File: src/rtl/lsu_mem_master.sv
// Load/store unit initiator for the mem_req / mem_addr_ok / mem_data_ok data-memory protocol.
// One transaction in flight at a time; illegal or misaligned accesses never reach memory.
module lsu_mem_master #(
  parameter int unsigned AW = 32,
  parameter int unsigned DW = 32,
  parameter int unsigned MW = 4
) (
  input  logic          clk,
  input  logic          rst_n,
  // Pipeline request
  input  logic          lsu_valid,
  output logic          lsu_ready,
  input  logic          lsu_we,
  input  logic [2:0]    lsu_funct3,
  input  logic [AW-1:0] lsu_addr,
  input  logic [DW-1:0] lsu_wdata,
  // Pipeline response
  output logic          rsp_valid,
  output logic [DW-1:0] rsp_rdata,
  output logic          rsp_err,
  // Memory side
  output logic          mem_req,
  output logic          mem_we,
  output logic [AW-1:0] mem_addr,
  output logic [DW-1:0] mem_wdata,
  output logic [MW-1:0] mem_wem,
  input  logic [DW-1:0] mem_rdata,
  input  logic          mem_addr_ok,
  input  logic          mem_data_ok
);

  localparam int unsigned OffW = $clog2(MW);

  localparam logic [2:0] F3B  = 3'b000;
  localparam logic [2:0] F3H  = 3'b001;
  localparam logic [2:0] F3W  = 3'b010;
  localparam logic [2:0] F3BU = 3'b100;
  localparam logic [2:0] F3HU = 3'b101;

  typedef enum logic [1:0] {StIdle, StReq, StWait, StResp} state_e;

  state_e state_q, state_d;

  logic            we_q;
  logic [2:0]      funct3_q;
  logic [AW-1:0]   addr_q;
  logic [DW-1:0]   wdata_q;
  logic            err_q;
  logic [DW-1:0]   rdata_q;

  logic            illegal;
  logic            accept;
  logic [OffW-1:0] off;
  logic [DW-1:0]   rdata_shift;
  logic [DW-1:0]   load_ext;
  logic [DW-1:0]   store_data;
  logic [MW-1:0]   store_wem;

  assign accept = (state_q == StIdle) && lsu_valid;
  assign off    = addr_q[OffW-1:0];

  // Legality is judged on the live request so the error path can skip REQ entirely.
  always_comb begin
    illegal = 1'b0;
    case (lsu_funct3)
      F3B:        illegal = 1'b0;
      F3H:        illegal = lsu_addr[0];
      F3W:        illegal = (lsu_addr[OffW-1:0] != '0);
      F3BU, F3HU: illegal = lsu_we;
      default:    illegal = 1'b1;
    endcase
  end

  // State register
  always_ff @(posedge clk or negedge rst_n) begin
    if (!rst_n) begin
      state_q <= StIdle;
    end else begin
      state_q <= state_d;
    end
  end

  // Next-state logic
  always_comb begin
    state_d = state_q;
    unique case (state_q)
      StIdle: begin
        if (lsu_valid) begin
          state_d = illegal ? StResp : StReq;
        end
      end
      StReq: begin
        if (mem_addr_ok) begin
          state_d = StWait;
        end
      end
      StWait: begin
        if (mem_data_ok) begin
          state_d = StResp;
        end
      end
      StResp:  state_d = StIdle;
      default: state_d = StIdle;
    endcase
  end

  // Request capture and response data
  always_ff @(posedge clk or negedge rst_n) begin
    if (!rst_n) begin
      we_q     <= 1'b0;
      funct3_q <= 3'b000;
      addr_q   <= '0;
      wdata_q  <= '0;
      err_q    <= 1'b0;
      rdata_q  <= '0;
    end else if (accept) begin
      we_q     <= lsu_we;
      funct3_q <= lsu_funct3;
      addr_q   <= lsu_addr;
      wdata_q  <= lsu_wdata;
      err_q    <= illegal;
      rdata_q  <= '0;
    end else if ((state_q == StWait) && mem_data_ok) begin
      rdata_q  <= we_q ? '0 : load_ext;
    end
  end

  // Halfword lanes are always even-aligned once legal, so one byte-granular shift covers both.
  assign rdata_shift = mem_rdata >> {off, 3'b000};

  always_comb begin
    load_ext = mem_rdata;
    case (funct3_q)
      F3B:     load_ext = {{(DW-8){rdata_shift[7]}}, rdata_shift[7:0]};
      F3BU:    load_ext = {{(DW-8){1'b0}}, rdata_shift[7:0]};
      F3H:     load_ext = {{(DW-16){rdata_shift[15]}}, rdata_shift[15:0]};
      F3HU:    load_ext = {{(DW-16){1'b0}}, rdata_shift[15:0]};
      default: load_ext = mem_rdata;
    endcase
  end

  always_comb begin
    store_data = wdata_q;
    store_wem  = '1;
    case (funct3_q[1:0])
      2'b00: begin
        store_data = {MW{wdata_q[7:0]}};
        store_wem  = MW'(1) << off;
      end
      2'b01: begin
        store_data = {(MW/2){wdata_q[15:0]}};
        store_wem  = MW'(3) << off;
      end
      default: begin
        store_data = wdata_q;
        store_wem  = '1;
      end
    endcase
  end

  // Outputs: everything except lsu_ready idles at zero outside its own state.
  always_comb begin
    lsu_ready = 1'b0;
    rsp_valid = 1'b0;
    rsp_rdata = '0;
    rsp_err   = 1'b0;
    mem_req   = 1'b0;
    mem_we    = 1'b0;
    mem_addr  = '0;
    mem_wdata = '0;
    mem_wem   = '0;
    unique case (state_q)
      StIdle: lsu_ready = 1'b1;
      StReq: begin
        mem_req   = 1'b1;
        mem_we    = we_q;
        mem_addr  = {addr_q[AW-1:OffW], {OffW{1'b0}}};
        mem_wdata = we_q ? store_data : '0;
        mem_wem   = we_q ? store_wem : '0;
      end
      StWait: begin
      end
      StResp: begin
        rsp_valid = 1'b1;
        rsp_rdata = rdata_q;
        rsp_err   = err_q;
      end
      default: begin
      end
    endcase
  end

endmodule

File: config.mk
export PLATFORM = sky130hd
export DESIGN_NAME = lsu_mem_master
export DESIGN_NICKNAME = d
export VERILOG_FILES = /design/src/rtl/lsu_mem_master.sv
export SDC_FILE = /design/constraint.sdc
export NUM_CORES = 1
export LEC_CHECK = 0
export CAP_MARGIN = 30
export CORE_MARGIN = 2
export CORE_UTILIZATION = 37
export DETAILED_ROUTE_END_ITERATION = 16
export PLACE_DENSITY = 0.69
export REMOVE_ABC_BUFFERS = 1
export SLEW_MARGIN = 40
export SYNTH_ARGS = -nofsm -noshare
export SYNTH_HDL_FRONTEND = slang
export SYNTH_SLANG_ARGS = --single-unit
File: constraint.sdc
create_clock -name clk -period 2.7 [get_ports clk]
set_clock_uncertainty 0.2 [all_clocks]
set_input_delay 0.405 -clock clk [delete_from_list [all_inputs] [get_ports clk]]
set_output_delay 0.405 -clock clk [all_outputs]
set_load 0.01 [all_outputs]
# After elaboration in Yosys (flattened, before gate mapping)
# Cells that the tools add are included.
[word_totals] word_cells=57 regBits=103 output_inout_bits=105
[op_classes] n_reduce_logical=10 eq_ne=14 mux=23 n_shift=3
[ops] op="$mux 32" count=7
[ops] op="$pmux 32 s4" count=1
[ops] op="$pmux 32 s2" count=1
[ops] op="$shr 32x5->16" count=1
[ops] op="$eq 3x3->1 const B" count=4
[ops] op="$mux 2" count=4
[ops] op="$mux 4" count=2
[ops] op="$pmux 2 s4" count=1
[ops] op="$pmux 4 s2" count=1
[ops] op="$eq 3x1->1 const B" count=2
[ops] op="$logic_not 3->1" count=2
[ops] op="$ne 2x2->1 const B" count=3
[ops] op="$mux 1" count=5
[ops] op="$eq 2x1->1 const B" count=2
[ops] op="$eq 2x2->1 const B" count=2
[ops] op="$logic_not 2->1" count=2
[ops] op="$pmux 1 s4" count=1
[ops] op="$reduce_bool 2->1" count=2
[ops] op="$shl 1x2->4 const A" count=1
[ops] op="$shl 2x2->4 const A" count=1
[ops] op="$eq 3x2->1 const B" count=1
[ops] op="$reduce_and 3->1" count=1
[ops] op="$logic_and 1x1->1" count=2
[ops] op="$reduce_or 2->1" count=1

# Logic depth before layout (Yosys ltp)
[depth] ltp_word=6 depth_mapped=8 depth_no_buf=6

# Worst setup path after synthesis
# No wires, ideal clock.
[synth_timing] kind="reg2reg" start="register state_q[0]" end="register rdata_q[21]" required_ns=2.434 setup_slack_ns=0.352 path_stages_with_launch=9 period_less_slack_ns=2.348 setup_time_ns=0.066 path_buffers=2 arrival_ns=2.083 path_cell_list="dfrtp_1 inv_1 ha_1 and2_4 or3_1 buf_6 a2111oi_4 buf_6 a221o_2"
[synth_between] elab_chain_cells=3
[synth_rtl] element="start: declaration" line="42" source="state_e state_q, state_d;"
[synth_rtl] element="start signal: assignment" line="77" source="state_q <= StIdle;"
[synth_rtl] element="start signal: assignment" line="79" source="state_q <= state_d;"
[synth_rtl] element="$eq 2x2->1 or $logic_not 2->1 (tied branches)" line="123, 59"
[synth_rtl] element="$logic_and 1x1->1 (on tied branches)" line="123, 59"
[synth_rtl] element="$reduce_bool 2->1 (no source line) or $mux 32 (tied branches)"
[synth_rtl] element="end signal: assignment" line="124" source="rdata_q <= we_q ? '0 : load_ext;"
[synth_rtl] element="end: declaration" line="49" source="logic [DW-1:0] rdata_q;"
# Several ways; a longest one is shown, not always the timed one.
# A chain may end at the register's enable or synchronous reset.

# Worst setup path in the final report
[layout_timing] start="register state_q[1]" end="output port mem_wdata[18]"
[layout_between] elab_chain_cells=2
[layout_rtl] element="$eq 2x1->1" line="172" source="unique case (state_q)"
[layout_rtl] element="$mux 32" line="172"
[layout_rtl] element="end: declaration" line="25" source="output logic [DW-1:0] mem_wdata,"
# No other way between the ends.

==> run summary <==
SETUP PATH
------------------------------------------------------------------------------------
Worst setup SP type                                                         register
Type of element capturing the critical path                              output port
Source of the worst register-to-register timing path                    state_q[0]$_DFFE_PN0P_
Largest fanout on the critical path                                               29
Required time reported for the critical path endpoint                        2100 ps
Worst reg2reg setup slack                                                     340 ps
Reg2Reg Depth                                                                      7
Crit Path Category                                                      register to output port
Reg-to-Reg End                                                          rdata_q[16]$_DFFE_PN0P_
Worst EP arrival                                                             2000 ps

SYNTHESIS
------------------------------------------------------------------------------------
Proportion of synthesized flip-flops having asynchronous set or reset           100%
Synthesis warning total                                                            0
Synthesized area                                                            5480 um2
Number of enable flip-flop cells after synthesis                                   0
Synthesized area divided by synthesized cell count                          10.6 um2
Seq/Total Area, Yosys                                                          47.0%
Yosys cell types                                                                  43
Flip-flop and latch count after synthesis                                        103
Most used flip-flop cell after synthesis                                sky130_fd_sc_hd__dfrtp_1
Gate Count Post-Synth                                                            515

PLACEMENT
------------------------------------------------------------------------------------
Post-DP HPWL                                                                12000 um
Port-buffer cells                                                                207
Number of placed cells counting well taps                                        890
Placer Congestion                                                              0.854
Placed Area                                                                 7820 um2

FINISH
------------------------------------------------------------------------------------
Ant diodes                                                                         0
Post-route standard cell area excluding fillers                             8170 um2
Fraction of the core area covered by cells at the end of the flow              56.4%
Most common library cell in the layout ignoring fill and taps           sky130_fd_sc_hd__clkdlybuf4s50_1
Multi-input combinational cell area                                         2730 um2
Post-layout instance count excluding filler cells                                907
Final #Nets                                                                      827
Layout fillers                                                                  1252
Area taken by flip-flops and latches                                        2580 um2
Synth-to-layout area growth                                                    49.0%
Highest-count cells in the layout ignoring fill and taps                sky130_fd_sc_hd__clkdlybuf4s50_1 (182), sky130_fd_sc_hd__dfrtp_1 (101), sky130_fd_sc_hd__mux2_2 (68)
Share of final-layout standard cells stronger than drive strength 1            18.0%

ROUTE
------------------------------------------------------------------------------------
Post-detailed-route via-to-cell ratio                                           5.33
First-pass DRT Iterations                                                          5
Initial DRC Count                                                                230
Via total after detailed routing                                                4833
Number of routed nets with antenna violations                                      0
Final wirelength                                                            16800 um
Post-detailed-route wirelength per cell                                      18.5 um
Post-detailed-route DRC marker count                                               0

GRT
------------------------------------------------------------------------------------
Wire length of the first global-routing pass                                27000 um
Remaining global-route overflow                                                    0
Via count of the first global-routing pass                                      5046
Tot GR Track Use                                                               21.6%
Antenna violations before repair                                                   0
Pin count of the biggest net entering global routing                              69

TIMING
------------------------------------------------------------------------------------
Top achievable clock speed                                                 0.384 GHz
Number of failing setup endpoints in the final timing report                       0
Final-layout worst hold slack                                                 268 ps
Number of hold violations in the final report                                      0
Final-report max-slew violation count                                              0
Summed negative setup slack over all endpoints                                  0 ps
Final period utilization                                                       96.4%
Actual slew at the worst max-slew pin                                         848 ps
Unrepaired setup endpoints after global routing                                false
Max-slew headroom                                                              43.3%
Post-layout minimum cycle time                                               2600 ps

FLOORPLAN
------------------------------------------------------------------------------------
Core Box Area                                                              14500 um2
Horizontal die dimension                                                      126 um
Y dimension of the die                                                        126 um
Site Rows                                                                         44
Top-level port count                                                             210
Total Die Area                                                             15800 um2
Initial core utilization                                                       37.9%

CTS
------------------------------------------------------------------------------------
Number of buffers added by the clock tree synthesis step                           9
TritonCTS clock tree                                                           built
Number of H-tree branching levels                                                  3
Longest Clk Path Bufs                                                              2
Cell at the root of the clock tree                                      sky130_fd_sc_hd__clkbuf_16
Setup fix buffers added after clock tree synthesis                                 0
Reg clk slew, reported paths                                                   70 ps
Count of clock tree sinks                                                        103
Later-pin clock latency in the skew report                                    350 ps

WORST HOLD PATH
------------------------------------------------------------------------------------
Type of the worst min-delay path                                        register to register
Launch instance of the worst min-delay path                             rdata_q[0]$_DFFE_PN0P_
Hold Path End                                                           rdata_q[0]$_DFFE_PN0P_
Hold Path Stages                                                                   2

RUN
------------------------------------------------------------------------------------
Max-cap violation count                                                            0

RUN STATUS
------------------------------------------------------------------------------------
Result of the run                                                       complete, no violations

POWER
------------------------------------------------------------------------------------
Pwr per Cell Area                                                        1010 nW/um2
Peak VDD IR                                                                 0.462 mV
Leakage                                                                   0.00369 uW

stage by stage:
stage                     setup slack [ps]  total power (uW)
after floorplan                       -328              5080
after global placement                 190              6910
after detailed placement               139              7020
after CTS                             22.8              8310
after global routing                 0.677              8860
final                                 98.4              8250
synthesized netlist by cell type, types with 7 or more instances:
cell type / number / area, um2
sky130_fd_sc_hd__buf_1: 11 / 41.3
sky130_fd_sc_hd__o221ai_1: 11 / 96.3
sky130_fd_sc_hd__and2_1: 63 / 394
sky130_fd_sc_hd__nor2_1: 34 / 128
sky130_fd_sc_hd__clkbuf_1: 20 / 75.1
sky130_fd_sc_hd__a2bb2oi_1: 7 / 61.3
sky130_fd_sc_hd__inv_1: 8 / 30.0
sky130_fd_sc_hd__a221o_2: 10 / 113
sky130_fd_sc_hd__and3_1: 8 / 50.1
sky130_fd_sc_hd__o21ai_0: 11 / 55.1
sky130_fd_sc_hd__mux2i_1: 24 / 240
sky130_fd_sc_hd__a21oi_1: 29 / 145
sky130_fd_sc_hd__mux2_2: 68 / 766
sky130_fd_sc_hd__dfrtp_1: 103 / 2580
sky130_fd_sc_hd__nand2_1: 45 / 169
critical path, stage by stage, from the launching register on:
cell and delay [ps]:
sky130_fd_sc_hd__dfrtp_1 410, sky130_fd_sc_hd__inv_2 100, sky130_fd_sc_hd__ha_4 170, sky130_fd_sc_hd__nand2_1 70, sky130_fd_sc_hd__buf_6 190, sky130_fd_sc_hd__nor2_1 150
sky130_fd_sc_hd__clkdlybuf4s50_1 550
area by class of cell:
type	count	area share, %
clock buffer	11	2.97
clock inverter	5	0.398
inverter	8	0.368
multi-input combinational	364	33.4
sequential	103	31.6
tap	184	2.82
timing repair buffer	232	28.5
sequential cells by signal, summed over array words and instances (netlist names):
| register | cells |
|---|---|
| rdata_q | 32 |
| we_q | 1 |
| err_q | 1 |
| funct3_q | 3 |
| state_q | 2 |
| wdata_q | 32 |
| addr_q | 32 |
kinds of logic after synthesis:
family,Yosys count,synth area share (%)
buffers and inverters,49,3.90
adders and majority gates,4,0.913
AOI/OAI and AO/OA,95,13.2
muxes,93,18.8
other,1,0.0684
DFF,103,47.0
and+or+nand+nor,170,16.2
per-layer routing:
layer  part of all wire (%)  GRT usage (%)
met1                     41           26.5
met2                     46           34.3
met3                     12           9.77
met4                    1.5           6.60
met5                      0              0
how the worst max path moves through the flow:
stage          slack, ps               startpoint                      end  depth (start not counted)
2_1_floorplan       -330  funct3_q[1]$_DFFE_PN0P_  rdata_q[12]$_DFFE_PN0P_                          4
3_3_place_gp         190                lsu_valid  rdata_q[24]$_DFFE_PN0P_                          6
3_5_place_dp         140                lsu_valid  rdata_q[24]$_DFFE_PN0P_                          6
4_1_cts               20   state_q[1]$_DFFE_PN0P_             mem_addr[14]                          5
5_1_grt              0.7   state_q[1]$_DFFE_PN0P_            mem_wdata[26]                          6
6_report             100   state_q[1]$_DFFE_PN0P_            mem_wdata[18]                          6
power by group:
group | switching (uW) | leakage (uW) | internal (uW)
logic | 1990 | 0.00228 | 2210
registers | 518 | 0.00127 | 2280
clock network | 594 | 0.000140 | 652
repair_timing:
action | CTS | global route
gates resized for setup | 16 | 20
endpoints found under the setup margin | 64 | 52
endpoints found under the hold margin | 44 | 0
hold buffers | 1 | 0
No activity file was read; power rests on OpenSTA's default activity.
